--- src/rtl/exibe_sequencia_pkg.sv ---
// Shared definitions for the sequence playback block: state codes, debug code width,
// and the timer width helper.
package exibe_sequencia_pkg;

  localparam int DB_W = 4;

  typedef enum logic [DB_W-1:0] {
    OCIOSO  = 4'd0,
    CARREGA = 4'd1,
    ACESO   = 4'd2,
    APAGADO = 4'd3,
    FINAL   = 4'd4
  } estado_t;

  function automatic int max_int(input int a, input int b);
    return (a > b) ? a : b;
  endfunction

  // Never narrower than one bit, so T_ON = T_OFF = 1 still yields a legal counter.
  function automatic int timer_width(input int t_on, input int t_off);
    int w;
    w = $clog2(max_int(t_on, t_off));
    return (w < 1) ? 1 : w;
  endfunction

endpackage

--- src/rtl/exibe_sequencia_temporizador.sv ---
// Phase timer: counts while conta is high, clears on zera, and flags fim_t when the count
// reaches the terminal value tc supplied by the sequencer for the current phase.
module exibe_sequencia_temporizador #(
  parameter int W = 4
) (
  input  logic         clock,
  input  logic         reset,
  input  logic         zera,
  input  logic         conta,
  input  logic [W-1:0] tc,
  output logic         fim_t
);

  logic [W-1:0] cnt_q;

  always_ff @(posedge clock) begin
    if (reset || zera) begin
      cnt_q <= '0;
    end else if (conta) begin
      cnt_q <= cnt_q + 1'b1;
    end
  end

  assign fim_t = (cnt_q == tc);

endmodule

--- src/rtl/exibe_sequencia.sv ---
// Plays the stored colour sequence on the LEDs: T_ON lit cycles then T_OFF dark cycles per
// element, elements 0..limite. Optional pause input enabled by macro EXIBE_PAUSA_EN.
module exibe_sequencia
  import exibe_sequencia_pkg::*;
#(
  parameter int ADDR_W = 4,
  parameter int DATA_W = 4,
  parameter int T_ON   = 1000,
  parameter int T_OFF  = 500
) (
  input  logic              clock,
  input  logic              reset,
  input  logic              mostra,
  input  logic [ADDR_W-1:0] limite,
  input  logic [DATA_W-1:0] mem_dado,
  output logic [ADDR_W-1:0] mem_addr,
  output logic [DATA_W-1:0] leds,
  output logic              ocupado,
  output logic              fim,
  output logic [DB_W-1:0]   db_estado
`ifdef EXIBE_PAUSA_EN
  ,
  input  logic              pausa
`endif
);

  localparam int TW = timer_width(T_ON, T_OFF);
  localparam logic [TW-1:0] TC_ON  = TW'(T_ON - 1);
  localparam logic [TW-1:0] TC_OFF = TW'(T_OFF - 1);

  estado_t           estado_q;
  logic [ADDR_W-1:0] addr_q;
  logic [ADDR_W-1:0] lim_q;
  logic [DATA_W-1:0] registro_q;

  logic          pausa_w;
  logic          rodando;
  logic          conta;
  logic          avanca;
  logic          zera;
  logic          fim_t;
  logic [TW-1:0] tc;

`ifdef EXIBE_PAUSA_EN
  assign pausa_w = pausa;
`else
  assign pausa_w = 1'b0;
`endif

  // Timer runs only in the two timed phases; a pause freezes both count and phase change.
  assign rodando = (estado_q == ACESO) || (estado_q == APAGADO);
  assign conta   = rodando && !pausa_w;
  assign avanca  = conta && fim_t;
  assign zera    = !rodando || avanca;
  assign tc      = (estado_q == APAGADO) ? TC_OFF : TC_ON;

  exibe_sequencia_temporizador #(
    .W(TW)
  ) u_temporizador (
    .clock(clock),
    .reset(reset),
    .zera (zera),
    .conta(conta),
    .tc   (tc),
    .fim_t(fim_t)
  );

  always_ff @(posedge clock) begin
    if (reset) begin
      estado_q   <= OCIOSO;
      addr_q     <= '0;
      lim_q      <= '0;
      registro_q <= '0;
    end else begin
      case (estado_q)
        OCIOSO: begin
          if (mostra) begin
            estado_q <= CARREGA;
            addr_q   <= '0;
            lim_q    <= limite;
          end
        end
        CARREGA: begin
          registro_q <= mem_dado;
          estado_q   <= ACESO;
        end
        ACESO: begin
          if (avanca) estado_q <= APAGADO;
        end
        APAGADO: begin
          if (avanca) begin
            // Stop on the last index before incrementing, so the address never wraps.
            if (addr_q == lim_q) begin
              estado_q <= FINAL;
            end else begin
              addr_q   <= addr_q + 1'b1;
              estado_q <= CARREGA;
            end
          end
        end
        FINAL: begin
          estado_q <= OCIOSO;
        end
        default: begin
          estado_q <= OCIOSO;
        end
      endcase
    end
  end

  assign mem_addr  = addr_q;
  assign leds      = (estado_q == ACESO) ? registro_q : '0;
  assign ocupado   = (estado_q != OCIOSO);
  assign fim       = (estado_q == FINAL);
  assign db_estado = estado_q;

endmodule

--- config.mk ---
export PLATFORM = sky130hd
export DESIGN_NAME = exibe_sequencia
export DESIGN_NICKNAME = d
export VERILOG_FILES = /design/src/rtl/exibe_sequencia_pkg.sv /design/src/rtl/exibe_sequencia_temporizador.sv /design/src/rtl/exibe_sequencia.sv
export SDC_FILE = /design/constraint.sdc
export NUM_CORES = 1
export LEC_CHECK = 0
export ABC_AREA = 1
export CELL_PAD_IN_SITES_DETAIL_PLACEMENT = 1
export CELL_PAD_IN_SITES_GLOBAL_PLACEMENT = 1
export CORE_ASPECT_RATIO = 1.2
export CORE_MARGIN = 4
export CORE_UTILIZATION = 32
export DETAILED_ROUTE_END_ITERATION = 16
export MAX_ROUTING_LAYER = met4
export PLACE_DENSITY_LB_ADDON = 0.15
export SLEW_MARGIN = 20
export SYNTH_ARGS = -nofsm -noshare
export SYNTH_HDL_FRONTEND = slang
export SYNTH_SLANG_ARGS = --single-unit
--- constraint.sdc ---
create_clock -name clock -period 1.2 [get_ports clock]
set_input_delay 0.24 -clock clock [delete_from_list [all_inputs] [get_ports clock]]
set_output_delay 0.24 -clock clock [all_outputs]
set_load 0.01 [all_outputs]
# Word level (Yosys, flattened, before mapping)
# Index checks and enable logic that the tools add are counted.
[classes] n_addsub=2 n_reduce_logical=11 muxes=11 eq_ne=10
[ops] op="2-to-1 mux 4 bit" count=7
[ops] op="one-hot mux 4 bit (4 select lines)" count=1
[ops] op="adder 10 x 1 -> 10 bit (second input constant)" count=1
[ops] op="== test 10 bit" count=1
[ops] op="2-to-1 mux 10 bit" count=1
[ops] op="== test 4 x 2 -> 1 bit (second input constant)" count=2
[ops] op="!= test 2 bit (second input constant)" count=4
[ops] op="one-hot mux 4 bit (2 select lines)" count=1
[ops] op="adder 4 x 1 -> 4 bit (second input constant)" count=1
[ops] op="== test 4 x 1 -> 1 bit (second input constant)" count=1
[ops] op="== test 4 x 3 -> 1 bit (second input constant)" count=1
[ops] op="== test 4 bit" count=1
[ops] op="logical NOT 4 bit" count=1
[ops] op="AND reduction 4 bit" count=1
[ops] op="nonzero test 4 bit" count=1
[ops] op="logical OR 1 bit" count=3
[ops] op="2-to-1 mux 3 bit" count=1
[ops] op="AND reduction 3 bit" count=1
[ops] op="AND reduction 2 bit" count=1
[ops] op="nonzero test 2 bit" count=1
[ops] op="logical AND 1 bit" count=1
[ops] op="logical NOT 1 bit" count=1
[totals] reg_bits=26 output_inout_bits=14 elab_cells=39 in_bits=11

# Logic depth before layout (Yosys ltp)
# Gate-level depths: netlist of the first run.
[logic_depth] ltp_word=6 ltp_mapped=11 mapped_depth_nobuf=11

# Cells and area by module
# From an unflattened synthesis of the first run, not the netlist that was laid out.
[hier_totals] hier_cells=233 hier_area_um2=1487.7
[modules_own_cells] module="exibe_sequencia" cells_per_inst=121 area_per_inst_um2=827.0 instances=1 seq_area_each_um2=300.3
[modules_own_cells] module="exibe_sequencia_temporizador" cells_per_inst=112 area_per_inst_um2=660.6 instances=1 seq_area_each_um2=200.2

# Least setup slack after synthesis of the first run
# Ideal clock, no wire load.
[synth_timing] path_type="register to register" from="register estado_q[0] (netlist: db_estado[0])" to="register addr_q[2] (netlist: mem_addr[2])" required_ns=1.085 synth_period_minus_slack_ns=1.337 path_buffers=0 t_arrival_ns=1.222 slack_ns=-0.137 path_stages_with_launch=10 setup_time_ns=0.115 cell_sequence="dfxtp_1 -> nand2_2 -> nor2_4 -> nand2_1 -> nand2_1 -> nand2_2 -> nand2_2 -> nand3_1 -> nand2_1 -> nor2_1"
[synth_between] elab_chain_cells=6 elab_cells_between_ends=13 classes_between="6 x eq/ne; 2 x mux; 5 x reduce/logical"
[synth_lines] item="start: declaration" line="exibe_sequencia.sv:31" source="estado_t estado_q;"
[synth_lines] item="start signal: assignment" line="exibe_sequencia.sv:70" source="estado_q <= OCIOSO;"
[synth_lines] item="start signal: assignment" line="exibe_sequencia.sv:78" source="estado_q <= CARREGA;"
[synth_lines] item="start signal: assignment" line="exibe_sequencia.sv:85" source="estado_q <= ACESO;"
[synth_lines] item="== test 4 x 2 -> 1 bit" line="exibe_sequencia.sv:51, exibe_sequencia.sv:55, exibe_sequencia.sv:75"
[synth_lines] item="2-to-1 mux 10 bit" line="exibe_sequencia.sv:55" source="assign tc = (estado_q == APAGADO) ? TC_OFF : TC_ON;"
[synth_lines] item="== test 10 bit" line="exibe_sequencia_temporizador.sv:24" source="assign fim_t = (cnt_q == tc);"
[synth_lines] item="logical AND 1 bit" line="exibe_sequencia.sv:53" source="assign avanca = conta && fim_t;"
[synth_lines] item="!= test 2 bit (no line)"
[synth_lines] item="AND reduction 4 bit (no line)"
[synth_lines] item="end signal: assignment" line="exibe_sequencia.sv:96" source="addr_q <= addr_q + 1'b1;"
[synth_lines] item="end: declaration" line="exibe_sequencia.sv:32" source="logic [ADDR_W-1:0] addr_q;"
# Parallel ways exist; a longest one is shown, timed or not.
# A chain may end at the register's enable or synchronous reset.

# Worst setup path in the final report of the first run
# Same ends and word-level chain as after synthesis.

==> flow_summary_export.csv, run 1 <==
group,metric,value,unit
place,gp_congestion,0.810,
synthesis,synthMuxAreaShare,0,%
layout,fillCellCount,511,
setup_path,crit_family,"simple AND/OR/NAND/NOR gates",
setup_path,cp_data_arrival_time,1.59,ns
synthesis,syn_nets,208,
power,ir_drop,0.000907,V
clock_tree,cts_tree,"built",
grt,track_usage,21.0,%
route,avgRoutedWirePerCell,15.9,um
layout,mostFrequentLayoutCells,"nand2_1, buf_4, inv_1, nor2_1, buf_6",
synthesis,yosys.area_share.simple,38.4,%
synthesis,synthCells,195,
sta,grt_setup_unrepaired,"true",
synthesis,synth-main-ff-cell,"dfxtp_1",
place,portBuffers,23,
grt,antenna_found_initial,0,
layout,area_growth_syn_to_layout,73.3,%
synthesis,synthAdderAreaFrac,1.92,%
clock_tree,clk_latency,0.27,ns
die,initial_core_util,33.1,%
clock_tree,cts_root_buf,"clkbuf_8",
die,die_area,5170,um^2
synthesis,synth_top_family_by_area,"simple AND/OR/NAND/NOR gates",
sta,fmax,704,MHz
job,maxCapViolCount,0,
layout,diodes,0,
die,fp.dieH,78.0,um
sta,finalSetupViolations,28,
synthesis,synth-async-reset-ratio,0,%
synthesis,synth.avg_cell_area,6.69,um^2
setup_path,crit_chain,"buf_6 > nand2_4 > nor2_4 > nand2_2 > nand2_4 > nand2_8 > nand2_8 > nand3_2 > nand2_1 > nor2_1",
status,status,"finished, violations left",
synthesis,seq_area_frac_synth,38.4,%
hold_path,hold_class,"flip-flop to flip-flop",
power,cellPowerDensity,2030,nW/um^2
power,p_leak,0.951,nW
setup_path,critPathKind,"flip-flop to flip-flop",
place,post-dp-hpwl,3150,um
clock_tree,h-tree-depth,1,
clock_tree,cts.reportedPaths.clkPinSlew,0.09,ns
route,vias,1503,
sta,hold_viol,0,
layout,nNetsFinal,274,
sta,fin_skew,0.00234,ns
clock_tree,cts_hold_buf,0,
setup_path,cp.required,1.37,ns
place,dpl.cell_count,299,
sta,fin_hold_ws,0.460,ns
setup_path,crit_fanout,8,
die,core,3940,um^2
route,finalWirelength,5010,um
synthesis,synth-compound-area-share,9.68,%
die,num_rows,25,
layout,drive_above_1_share,47.7,%
synthesis,yosys.area_share.xor_xnor,2.68,%
sta,finalCriticalPeriod,1.42,ns
setup_path,critPathCaptureType,"flip-flop",
synthesis,ys_types,24,
setup_path,critPathBufInv,1,
layout,final_common_cell,"nand2_1",
grt,overflow,0,
route,vias_per_cell,4.79,
sta,layout_setup_ws,-0.220,ns
die,dieWidth,66.3,um
setup_path,slowest_stage,"dfxtp_4",
clock_tree,cts_sinks,25,
sta,post-route-period-util,118,%
sta,slew_violations,0,
synthesis,synth_edf_count,0,
synthesis,syn_area,1310,um^2
route,drc,0,
clock_tree,clock_path_buffers,2,
grt,grt_pass1_wl,8170,um
grt,grt_max_degree,14,
synthesis,yosys_register_bits,25,
status,violations,"negative setup slack",
clock_tree,numCtsBuffers,3,
setup_path,crit_path_start_kind,"flip-flop",
grt,grt_pass1_vias,1658,
synthesis,synth_warnings,0,
die,ios,25,
route,drtIter0Drc,47,
route,dr.pass1.iters,4,
layout,fin_cells,314,
route,antenna_left,0,
setup_path,max_stage_delay,0.39,ns
[per-stage QoR]
stage / power (mW) / area (um^2) / setup TNS, ns / utilization, % / worst slack, ns
detailed placement: 3.18 / 1840 / -5.49 / 46.6 / -0.268
floorplan: 2.17 / 1330 / -0.353 / - / -0.0507
CTS: 4.29 / 2160 / -2.89 / 54.8 / -0.185
global route: 4.92 / 2260 / -5.93 / 57.4 / -0.292
global placement: 3.07 / 1840 / -4.17 / 46.6 / -0.212
finish: 4.58 / 2260 / -3.74 / 57.4 / -0.220
[layout make-up]
cell class                      count  area, um^2  area share [%]
Clock buffer                        4        45.0            1.99
Inverter                           27         111            4.92
Sequential cell                    25         523            23.1
Timing Repair Buffer               63         543            24.0
Multi-Input combinational cell    141         972            43.0
Tap cell                           54        67.6            2.99
[synth_stat cells, types with 2 or more instances]
cell     number  area share (%)
nand2_1      46              13
nor2_1       28             8.1
inv_1        26             7.5
dfxtp_1      25              38
a21oi_1      15             5.8
nand3_1      13             5.0
o21ai_0       9             3.5
nor3_1        6             2.3
nand2_2       5             2.4
xor2_1        4             2.7
nand4_1       3             1.4
ha_1          2             1.9
nor2_4        2             1.7
[metal layers]
metal	wire length (um)	track usage [%]
met5	0	-
met4	126	8.33
met3	131	2.60
met2	2860	38.6
met1	1890	22.0
[state kept, by name, summed over array words and instances (netlist names)]
name                  flops
db_estado                 3
lim_q                     4
mem_addr                  4
u_temporizador.cnt_q     10
registro_q                4
[power breakdown]
part           internal, mW  switching [mW]  total [mW]
clock                 0.238           0.276       0.514
combinational          1.32            1.48        2.80
sequential             1.07           0.197        1.27
[worst register-to-register path, delay by kind of cell, from the launching register on]
kind,cells,cell delay (ns)
buffers and inverters,1,0.13
DFF,1,0.39
and+or+nand+nor,9,0.78
[kinds of logic (layout without fill, tap and decap cells)]
family / Yosys count / after routing
simple gates: 109 / 109
buf+inv: 29 / 94
compound gates: 25 / 25
flops: 25 / 25
xor+xnor: 4 / 4
fa+ha+maj: 2 / 2
other cells: 1 / 1
[path summary, 6_finish.rpt]
check,from,to,slack [ns],cells after the start
worst min register to register,registro_q[2],registro_q[2],0.46,2
worst min-delay path,registro_q[2],registro_q[2],0.46,2
worst max-delay path,db_estado[0],mem_addr[2],-0.22,10
worst max register to register,db_estado[0],mem_addr[2],-0.22,10
[what timing repair did]
item | 4_1_cts | 5_1_grt
pin swaps | 23 | 19
buffers inserted | 10 | 1
setup endpoints to repair | 38 | 36
resized for setup | 104 | 32
(Power assumes the default switching activity.)
==> inputs of run 2 (changes only) <==
- CORE_UTILIZATION: 32 -> 34
- CTS_BUF_LIST: unset -> sky130_fd_sc_hd__clkbuf_8
- GPL_TIMING_DRIVEN: unset -> 1
==> flow_summary_export.csv, run 2 (synthesized netlist as in run 1, its figures left out) <==
group,metric,value,unit
sta,finalSetupViolations,24,
setup_path,critPathKind,"flip-flop to output port",
die,die_area,4900,um^2
sta,slew_violations,0,
sta,fin_skew,0.00362,ns
grt,grt_pass1_wl,7800,um
route,drc,0,
setup_path,crit_path_start_kind,"flip-flop",
clock_tree,h-tree-depth,1,
grt,overflow,0,
setup_path,crit_fanout,5,
hold_path,hp-start,"lim_q[2]",
clock_tree,clock_path_buffers,2,
setup_path,worstReg2RegEnd,"u_temporizador.cnt_q[8]",
die,ios,25,
route,antenna_left,0,
layout,multiInputGateArea,923,um^2
hold_path,hold_class,"flip-flop to flip-flop",
status,status,"finished, violations left",
place,post-dp-hpwl,3120,um
die,initial_core_util,35.6,%
status,violations,"negative setup slack",
power,ir_drop,0.000782,V
setup_path,crit_family,"flip-flops",
layout,drive_above_1_share,43.1,%
hold_path,worstHoldEndpoint,"lim_q[2]",
setup_path,r2r_slack,-0.16,ns
power,cellPowerDensity,1950,nW/um^2
layout,largest_reg_flops,10,
power,p_leak,0.958,nW
die,fp.dieH,75.9,um
route,dr.pass1.iters,4,
sta,layout_setup_ws,-0.181,ns
layout,top_register,"u_temporizador.cnt_q",
setup_path,critPathCaptureType,"output port",
clock_tree,clk_latency,0.27,ns
layout,fin_cells,312,
route,vias,1510,
grt,track_usage,21.6,%
route,avgRoutedWirePerCell,15.5,um
hold_path,min_path_cells,2,
grt,grt_pass1_vias,1619,
die,dieWidth,64.6,um
setup_path,r2r_start,"db_estado[0]",
layout,area_growth_syn_to_layout,69.9,%
clock_tree,cts_root_buf,"clkbuf_8",
clock_tree,cts_hold_buf,0,
grt,antenna_found_initial,0,
setup_path,slowest_stage,"dfxtp_4",
die,core,3660,um^2
route,drtIter0Drc,51,
layout,fin_util,60.5,%
setup_path,cp_data_arrival_time,1.14,ns
setup_path,max_stage_delay,0.40,ns
setup_path,cp.required,0.96,ns
route,finalWirelength,4830,um
layout,nNetsFinal,274,
layout,mostFrequentLayoutCells,"nand2_1, buf_4, inv_1, nor2_1, dfxtp_1",
place,dpl.cell_count,299,
layout,diodes,0,
sta,finalCriticalPeriod,1.38,ns
route,vias_per_cell,4.84,
sta,fmax,724,MHz
layout,final_common_cell,"nand2_1",
layout,fillCellCount,475,
clock_tree,cts.reportedPaths.clkPinSlew,0.09,ns
place,portBuffers,23,
place,pre_cts_ws,-0.281,ns
layout,regArea,523,um^2
sta,grt_setup_unrepaired,"true",
sta,tns,-3.05,ns
die,num_rows,24,
setup_path,critPathBufInv,2,
clock_tree,cts_sinks,25,
clock_tree,numCtsBuffers,3,
grt,grt_max_degree,14,
place,gp_congestion,0.789,
clock_tree,cts_tree,"built",
setup_path,crit_chain,"buf_6 > nor3_1 > buf_2",
sta,hold_viol,0,
sta,post-route-period-util,115,%
setup_path,reg2reg_depth,9,
job,maxCapViolCount,0,
[run 2: cell count changes in the layout (fill, tap and decap cells not counted), sizes merged]
cell           previous run  this run
clkdlybuf4s15             1         0
inv                      27        28
clkbuf                    5         3
dlygate4sd2               3         5
[run 2: worst reg2reg max path: stages (launching register included)]
cell,delay [ns]
dfxtp_4,0.38
buf_6,0.13
nand3_4,0.09
buf_12,0.14
nand2_8,0.10
inv_6,0.05
nor2_4,0.10
nand2_1,0.07
xor2_1,0.13
nor2_1,0.05
[run 2: what timing repair did]
| item | 4_1_cts | 5_1_grt |
|---|---|---|
| resized for setup | 86 | 27 |
| endpoints found under the setup margin | 36 | 35 |
| buffers inserted | 6 | 4 |
| pin swaps | 22 | 8 |
[run 2: worst max-delay path by stage]
stage	from	to	depth (start not counted)
2_1_floorplan	db_estado[2]	u_temporizador.cnt_q[8]	8
3_3_place_gp	db_estado[2]	leds[1]	4
3_5_place_dp	db_estado[2]	leds[0]	4
4_1_cts	db_estado[0]	u_temporizador.cnt_q[7]	10
5_1_grt	db_estado[0]	u_temporizador.cnt_q[7]	10
6_report	db_estado[1]	fim	3
[run 2: metrics by stage]
step | power (mW) | area, um^2 | hold slack (ns)
after floorplan | 2.17 | 1330 | 0.300
after global placement | 3.08 | 1860 | 0.440
after detailed placement | 3.20 | 1860 | 0.460
after CTS | 4.05 | 2080 | 0.474
after global routing | 4.64 | 2220 | 0.518
final | 4.31 | 2220 | 0.480
[run 2: report_power, final]
group / total, mW / internal, mW / switching [mW]
logic: 2.54 / 1.20 / 1.33
registers: 1.26 / 1.07 / 0.185
clock network: 0.519 / 0.230 / 0.289
[run 2: area by class of cell]
type / instances / share of cell area [%]
clock inverters: 1 / 0.169
flip-flops and latches: 25 / 23.6
repair buffers: 63 / 25.0
clock buffers: 3 / 1.86
multi-input cells: 141 / 41.6
well taps: 52 / 2.93
inverters: 27 / 4.80
[run 2: metal layers]
layer | vias to the layer above | routed length (um) | GRT usage [%]
li1 | 745 | - | -
met1 | 735 | 1910 | 22.4
met3 | 9 | 96 | 2.80
met2 | 21 | 2720 | 41.3
met5 | - | 0 | -
met4 | 0 | 98 | 8.92
